## src/rtl/md_pkg.sv

```systemverilog
// Shared definitions for the HI/LO multiply/divide unit.
// The control decoder imports the same MD op codes.
package md_pkg;

  localparam int MD_WIDTH = 32;

  localparam logic [2:0] MD_NOP   = 3'd0;
  localparam logic [2:0] MD_MULT  = 3'd1;
  localparam logic [2:0] MD_MULTU = 3'd2;
  localparam logic [2:0] MD_DIV   = 3'd3;
  localparam logic [2:0] MD_DIVU  = 3'd4;
  localparam logic [2:0] MD_MTHI  = 3'd5;
  localparam logic [2:0] MD_MTLO  = 3'd6;

  typedef enum logic [1:0] {
    ST_IDLE = 2'd0,
    ST_CALC = 2'd1,
    ST_FIX  = 2'd2
  } md_state_e;

endpackage

```

## src/rtl/md_sign_fix.sv

```systemverilog
// Conditional two's-complement negate of the FIX-stage result: the full
// 2W product for multiply, or the remainder/quotient halves independently for divide.
module md_sign_fix #(
  parameter int WIDTH = 32
) (
  input  logic [2*WIDTH-1:0] val_i,
  input  logic               split_i,
  input  logic               neg_hi_i,
  input  logic               neg_lo_i,
  output logic [2*WIDTH-1:0] val_o
);

  logic [WIDTH-1:0] hi_in;
  logic [WIDTH-1:0] lo_in;

  assign hi_in = val_i[2*WIDTH-1:WIDTH];
  assign lo_in = val_i[WIDTH-1:0];

  always_comb begin
    val_o = val_i;
    if (split_i) begin
      val_o[2*WIDTH-1:WIDTH] = neg_hi_i ? (~hi_in + 1'b1) : hi_in;
      val_o[WIDTH-1:0]       = neg_lo_i ? (~lo_in + 1'b1) : lo_in;
    end else if (neg_lo_i) begin
      val_o = ~val_i + 1'b1;
    end
  end

endmodule

```

## src/rtl/hilo_muldiv_unit.sv

```systemverilog
// Radix-2 iterative multiply/divide unit owning HI/LO; one result bit per cycle.
// Optional MD_EARLY_OUT_EN: multiply finishes once the remaining multiplier bits are zero.
module hilo_muldiv_unit
  import md_pkg::*;
#(
  parameter int WIDTH = MD_WIDTH
) (
  input  logic             clk,
  input  logic             rst,
  input  logic             md_valid,
  input  logic [2:0]       md_op,
  input  logic [WIDTH-1:0] src_a,
  input  logic [WIDTH-1:0] src_b,
  input  logic             flush,
  output logic             busy_o,
  output logic             done_o,
  output logic [WIDTH-1:0] hi_o,
  output logic [WIDTH-1:0] lo_o
);

  localparam int CNT_W = $clog2(WIDTH + 1);

  md_state_e          state_q, state_d;
  logic [CNT_W-1:0]   cnt_q, cnt_d;
  logic [2*WIDTH-1:0] acc_q, acc_d;
  logic [2*WIDTH-1:0] mcand_q, mcand_d;
  logic [WIDTH-1:0]   mplr_q, mplr_d;
  logic               is_div_q, is_div_d;
  logic               sa_q, sa_d, sb_q, sb_d, bz_q, bz_d;
  logic [WIDTH-1:0]   hi_q, hi_d, lo_q, lo_d;
  logic               done_q, done_d;

  logic               op_signed, op_div, op_arith;
  logic [WIDTH-1:0]   a_mag, b_mag;
  logic [WIDTH:0]     rem_sh, rem_diff;
  logic [2*WIDTH-1:0] fix_val;

  assign op_signed = (md_op == MD_MULT) || (md_op == MD_DIV);
  assign op_div    = (md_op == MD_DIV)  || (md_op == MD_DIVU);
  assign op_arith  = (md_op == MD_MULT) || (md_op == MD_MULTU) || op_div;
  assign a_mag     = (op_signed && src_a[WIDTH-1]) ? (~src_a + 1'b1) : src_a;
  assign b_mag     = (op_signed && src_b[WIDTH-1]) ? (~src_b + 1'b1) : src_b;

  // Restoring divide: acc holds {remainder, dividend/quotient}, mplr holds divisor
  assign rem_sh   = {acc_q[2*WIDTH-1:WIDTH], acc_q[WIDTH-1]};
  assign rem_diff = rem_sh - {1'b0, mplr_q};

  md_sign_fix #(.WIDTH(WIDTH)) u_sign_fix (
    .val_i    (acc_q),
    .split_i  (is_div_q),
    .neg_hi_i (is_div_q ? sa_q : (sa_q ^ sb_q)),
    .neg_lo_i ((sa_q ^ sb_q) & ~(is_div_q & bz_q)),
    .val_o    (fix_val)
  );

  always_comb begin
    state_d  = state_q;
    cnt_d    = cnt_q;
    acc_d    = acc_q;
    mcand_d  = mcand_q;
    mplr_d   = mplr_q;
    is_div_d = is_div_q;
    sa_d     = sa_q;
    sb_d     = sb_q;
    bz_d     = bz_q;
    hi_d     = hi_q;
    lo_d     = lo_q;
    done_d   = 1'b0;
    case (state_q)
      ST_IDLE: begin
        if (md_valid && !flush) begin
          if (op_arith) begin
            is_div_d = op_div;
            sa_d     = op_signed & src_a[WIDTH-1];
            sb_d     = op_signed & src_b[WIDTH-1];
            bz_d     = (src_b == '0);
            cnt_d    = '0;
            mplr_d   = b_mag;
            mcand_d  = {{WIDTH{1'b0}}, a_mag};
            acc_d    = op_div ? {{WIDTH{1'b0}}, a_mag} : '0;
            state_d  = ST_CALC;
`ifdef MD_EARLY_OUT_EN
            if (!op_div && b_mag == '0) state_d = ST_FIX;
`endif
          end else if (md_op == MD_MTHI) begin
            hi_d = src_a;
          end else if (md_op == MD_MTLO) begin
            lo_d = src_a;
          end
        end
      end
      ST_CALC: begin
        if (flush) begin
          state_d = ST_IDLE;
        end else begin
          if (is_div_q) begin
            if (!rem_diff[WIDTH]) acc_d = {rem_diff[WIDTH-1:0], acc_q[WIDTH-2:0], 1'b1};
            else                  acc_d = {rem_sh[WIDTH-1:0], acc_q[WIDTH-2:0], 1'b0};
          end else begin
            if (mplr_q[0]) acc_d = acc_q + mcand_q;
            mcand_d = {mcand_q[2*WIDTH-2:0], 1'b0};
            mplr_d  = {1'b0, mplr_q[WIDTH-1:1]};
          end
          cnt_d = cnt_q + 1'b1;
          if (cnt_q == CNT_W'(WIDTH - 1)) state_d = ST_FIX;
`ifdef MD_EARLY_OUT_EN
          if (!is_div_q && mplr_q[WIDTH-1:1] == '0) state_d = ST_FIX;
`endif
        end
      end
      ST_FIX: begin
        state_d = ST_IDLE;
        if (!flush) begin
          hi_d   = fix_val[2*WIDTH-1:WIDTH];
          lo_d   = fix_val[WIDTH-1:0];
          done_d = 1'b1;
        end
      end
      default: state_d = ST_IDLE;
    endcase
  end

  always_ff @(posedge clk or posedge rst) begin
    if (rst) begin
      state_q  <= ST_IDLE;
      cnt_q    <= '0;
      acc_q    <= '0;
      mcand_q  <= '0;
      mplr_q   <= '0;
      is_div_q <= 1'b0;
      sa_q     <= 1'b0;
      sb_q     <= 1'b0;
      bz_q     <= 1'b0;
      hi_q     <= '0;
      lo_q     <= '0;
      done_q   <= 1'b0;
    end else begin
      state_q  <= state_d;
      cnt_q    <= cnt_d;
      acc_q    <= acc_d;
      mcand_q  <= mcand_d;
      mplr_q   <= mplr_d;
      is_div_q <= is_div_d;
      sa_q     <= sa_d;
      sb_q     <= sb_d;
      bz_q     <= bz_d;
      hi_q     <= hi_d;
      lo_q     <= lo_d;
      done_q   <= done_d;
    end
  end

  assign busy_o = (state_q != ST_IDLE);
  assign done_o = done_q;
  assign hi_o   = hi_q;
  assign lo_o   = lo_q;

endmodule

```

## config.mk

```make
export PLATFORM = sky130hd
export DESIGN_NAME = hilo_muldiv_unit
export DESIGN_NICKNAME = d
export VERILOG_FILES = /design/src/rtl/md_pkg.sv /design/src/rtl/md_sign_fix.sv /design/src/rtl/hilo_muldiv_unit.sv
export SDC_FILE = /design/constraint.sdc
export NUM_CORES = 1
export LEC_CHECK = 0
export ABC_CLOCK_PERIOD_IN_PS = 22600
export BUFFER_PORTS_ARGS = -buffer_cell sky130_fd_sc_hd__buf_2
export CORE_UTILIZATION = 65
export CTS_CLUSTER_DIAMETER = 50
export DETAILED_ROUTE_END_ITERATION = 16
export PLACE_DENSITY = 0.85
export RECOVER_POWER = 50
export SLEW_MARGIN = 25
export SYNTH_ARGS = -nofsm -noshare
export SYNTH_HDL_FRONTEND = slang
export SYNTH_HIERARCHICAL = 1
export SYNTH_SLANG_ARGS = --single-unit
export TNS_END_PERCENT = 50
```

## constraint.sdc

```tcl
create_clock -name clk -period 22.6 [get_ports clk]
set_input_delay 3.39 -clock clk [delete_from_list [all_inputs] [get_ports clk]]
set_output_delay 3.39 -clock clk [all_outputs]
set_load 0.005 [all_outputs]
```

==> results by group <==
Global routing
  – Vias in the first global route: 19.01k
  – Gr usage total: 41.96%
  – Met3 global-route usage: 6.245%
  – Met1 Use GR: between 50 and 60%
  – Initial antenna violation count: 0
  – Overflow after GRT: 0
  – Gr busiest metal: met2
  – Met2 usage: 69.59%
  – Largest net degree at the start of global routing: 114
  – First-pass GRT wire length: 101,100 µm

Logic synthesis
  – Synth Area in Simple Gates: 20.20%
  – Synth cell types: between 90 and 100
  – Post-Synth XOR/XNOR Area: between 8 and 9%
  – Synth warnings: 6
  – Top cells by count, synth: nand2_1 (348), o21ai_0 (273), a21oi_1 (266)
  – Largest family of logic cells by synthesized area: compound AO/OA/AOI/OAI gates
  – Synth Area in Compound Gates: 27.47%
  – Largest area contributor in the netlist: dfrtp_1
  – Post-Syn Nets: 2,649
  – Post-Syn Area: 19,450 µm²
  – Avg Inst Size Synth: around 7.9 µm²
  – Synth area leaders: dfrtp_1 (30%), o21ai_0 (7.0%), a21oi_1 (6.8%), nand2_1 (6.7%), ha_1 (6.4%)
  – Post-Synth Adder-Cell Area: 6.638%
  – Yosys reg bits: 237
  – Post-synth ARST share: 100.0%
  – Most used DFF post-synth: dfrtp_1
  – Seq/Total Area, Yosys: 30.49%
  – Yosys top cell area share: 30.49%
  – Most frequent cell after synthesis: nand2_1
  – Mux contribution to synthesized area: between 2 and 2.5%
  – Gate count after technology mapping: 2,476
  – EDFF count, synth: 0

Clocking
  – Htree depth: 2
  – Max Buffers Root-to-Sink: 3
  – Post-CTS sizing: 0
  – Postcts setup bufs: 0
  – Clk_lat worst skew: ~0.53 ns
  – Clk pin slew, worst setup/hold paths: 0.06 ns
  – Hold buffers post-CTS: 0
  – CTS tree: built
  – Root Buffer: clkbuf_16
  – Clock Sinks: 237
  – Number of CTS-inserted buffers: 35

Power
  – PnR Total Power: 3183 µW
  – Pleak: 0.009621 µW
  – Clock network fraction of design power: 17.3%
  – Sw Ratio: around 49%
  – Cell Int Power: 1612 µW
  – Peak supply drop: 0.09507 mV
  – Switching power of the nets: around 1600 µW
  – Combinational Power Share: 57.9%
  – Pwr/cell area: 149.1 nW/µm²
  – Seq pwr share: 24.8%

Routing
  – Antenna-violating nets left: 0
  – DRT Pass-1 Iters: 6
  – DR vias/cell: a little under 7
  – Total number of vias: 19.80k
  – Initial DRC count: between 2k and 2.5k
  – Routed length per instance: 22.07 µm
  – DRT Wirelength: around 65,000 µm
  – DRC errors left: 0

Placed design
  – Placed Cells incl. Taps: around 2.9k
  – Port Buf Inserts: 136
  – GPL Wtd Cong: 1.021
  – Post-detail-place hpwl: about 46,000 µm
  – Pre-CTS setup slack: 16.10 ns

Timing
  – Hold_ws: between 0.4 and 0.5 ns
  – Worst Tran Pin Value: 5.168 ns
  – Setup-failing EPs final: 0
  – Setup ws final: 12.88 ns
  – Fin. Hold Viols: 0
  – Min Tclk post-route: about 9.7 ns
  – Rel. slew slack: -246.5%
  – RSZ-0062 raised after global routing: no
  – Slew Limit Fails: 372
  – Final worst clock skew: around 0.017 ns
  – Highest clock rate: 0.1029 GHz
  – Tcrit/Tclk final: 43.02%
  – Setup Total Neg Slack: 0 ns

Critical path
  – Crit-path cells: buf_2, clkinvlp_2, clkbuf_1
  – CP Capture Type: async pin
  – WS Path Type: input pin to async pin
  – Arr. time, crit path: 9.21 ns
  – Worst path required time: 22.09 ns
  – Crit path largest cell delay: 2.87 ns
  – Worst setup SP type: input pin
  – Worst-path maximum fanout: 113
  – Slowest CP cell: clkinvlp_2

Floorplan
  – Boundary Pins: 137
  – Die area: 30,620 µm²
  – DIE WIDTH: 175.0 µm
  – Core box area: 29,090 µm²
  – Initial Utilization: 66.87%
  – Die Ht: 175.0 µm
  – # rows: 62

Final layout
  – Synthesis-to-layout area growth: 9.770%
  – Non-Filler Instances: 2,935
  – Layout Nets: around 2.7k
  – ANT cells: 0
  – Fill cell count: around 2.4k
  – Share of post-route cells with drive strength above 1: a little over 9%

Run
  – MaxCap Viol Count: 5

Hold path
  – Worst Hold Class: flip-flop to flip-flop

Status
  – Failing checks: max-capacitance violations, max-slew violations
  – Status: finished, violations left
-- cell type report --
cell class	instances	area, µm²	share of cell area [%]
multi-input cells	2037	12780	59.87
flip-flops and latches	237	5932	27.78
clock buffers	46	1030	4.822
repair buffers	151	739.5	3.463
well taps	384	480.5	2.250
inverters	66	249.0	1.166
clock inverters	14	138.9	0.6504
-- flip-flops by register name, summed over array words and instances (netlist names), 2 cells and up --
register and count:
acc_q 64, cnt_q 6, hi_o 32, lo_o 32, mcand_q 64, mplr_q 32, state_q 2
-- power by group through the flow --
stage          logic (µW)  registers [µW]  clock network [µW]
2_1_floorplan        1340             709                   0
3_3_place_gp         1740             779                   0
3_5_place_dp         1780             784                   0
4_1_cts              1800             779                 551
5_1_grt              2010             802                 568
6_report             1840             790                 549
-- cell usage in the layout (no fill, tap or decap), types with 13 or more instances in the layout --
cell       synthesis  layout
clkbuf_1         114      36
o221ai_1          30      30
o21a_1            37      37
mux2i_1           41      41
o211ai_1          13      13
o21ai_1           17      15
buf_2              9     105
a211oi_1          15      15
nand2_1          348     347
dfrtp_1          237     236
ha_1             100     100
o31ai_1           26      26
inv_1             66      65
xnor2_1           99      99
or3_1             23      23
nor2b_1           46      44
or4_1             13      13
clkbuf_16          0      37
a21oi_1          266     265
nor3_1            34      35
a31oi_1           17      17
nand2b_1          18      17
o41ai_1           13      13
nor2_1           192     191
nor4_1            22      22
nand4_1           18      18
nand3_1           29      29
a21o_1            52      52
xor2_1            97      97
o21ai_0          273     274
and2_1            18      16
-- through the flow --
step	utilization, %	area (µm²)
floorplan	-	19450
global placement	69.64	20260
global route	73.40	21350
CTS	73.66	21430
finish	73.40	21350
detailed placement	69.65	20260
-- cell families (layout without fill, tap and decap cells) --
group / Yosys count / in the layout
AOI/OAI and AO/OA: 869 / 869
buffers and inverters: 202 / 277
DFF: 237 / 237
adders and majority gates: 102 / 102
xor gates and xnor gates: 198 / 198
muxes: 42 / 42
and+or+nand+nor: 826 / 826
-- worst max-delay path, delay by kind of cell --
family	cells	cell delay [ns]
buffers and inverters	3	5.76
-- worst paths after layout --
kind | startpoint | end | slack, ns | cells past startpoint
setup / recovery | rst | is_div_q | 12.88 | 3
hold / removal | lo_o[20] | lo_o[20] | 0.47 | 2
setup reg to reg | acc_q[31] | acc_q[42] | 17.59 | 15
hold reg to reg | lo_o[20] | lo_o[20] | 0.47 | 2
max in group clk | md_op[1] | acc_q[62] | 16.23 | 12
min in group asynchronous | rst | mcand_q[47] | 4.46 | 2
-- per-layer routing --
| layer | part of all wire [%] | vias to the layer above |
|---|---|---|
| met5 | 0 | - |
| met4 | 6.8 | 0 |
| met3 | 8.3 | 304 |
| met2 | 47 | 1105 |
| met1 | 38 | 9381 |
| li1 | - | 9011 |
(Power assumes the default switching activity.)
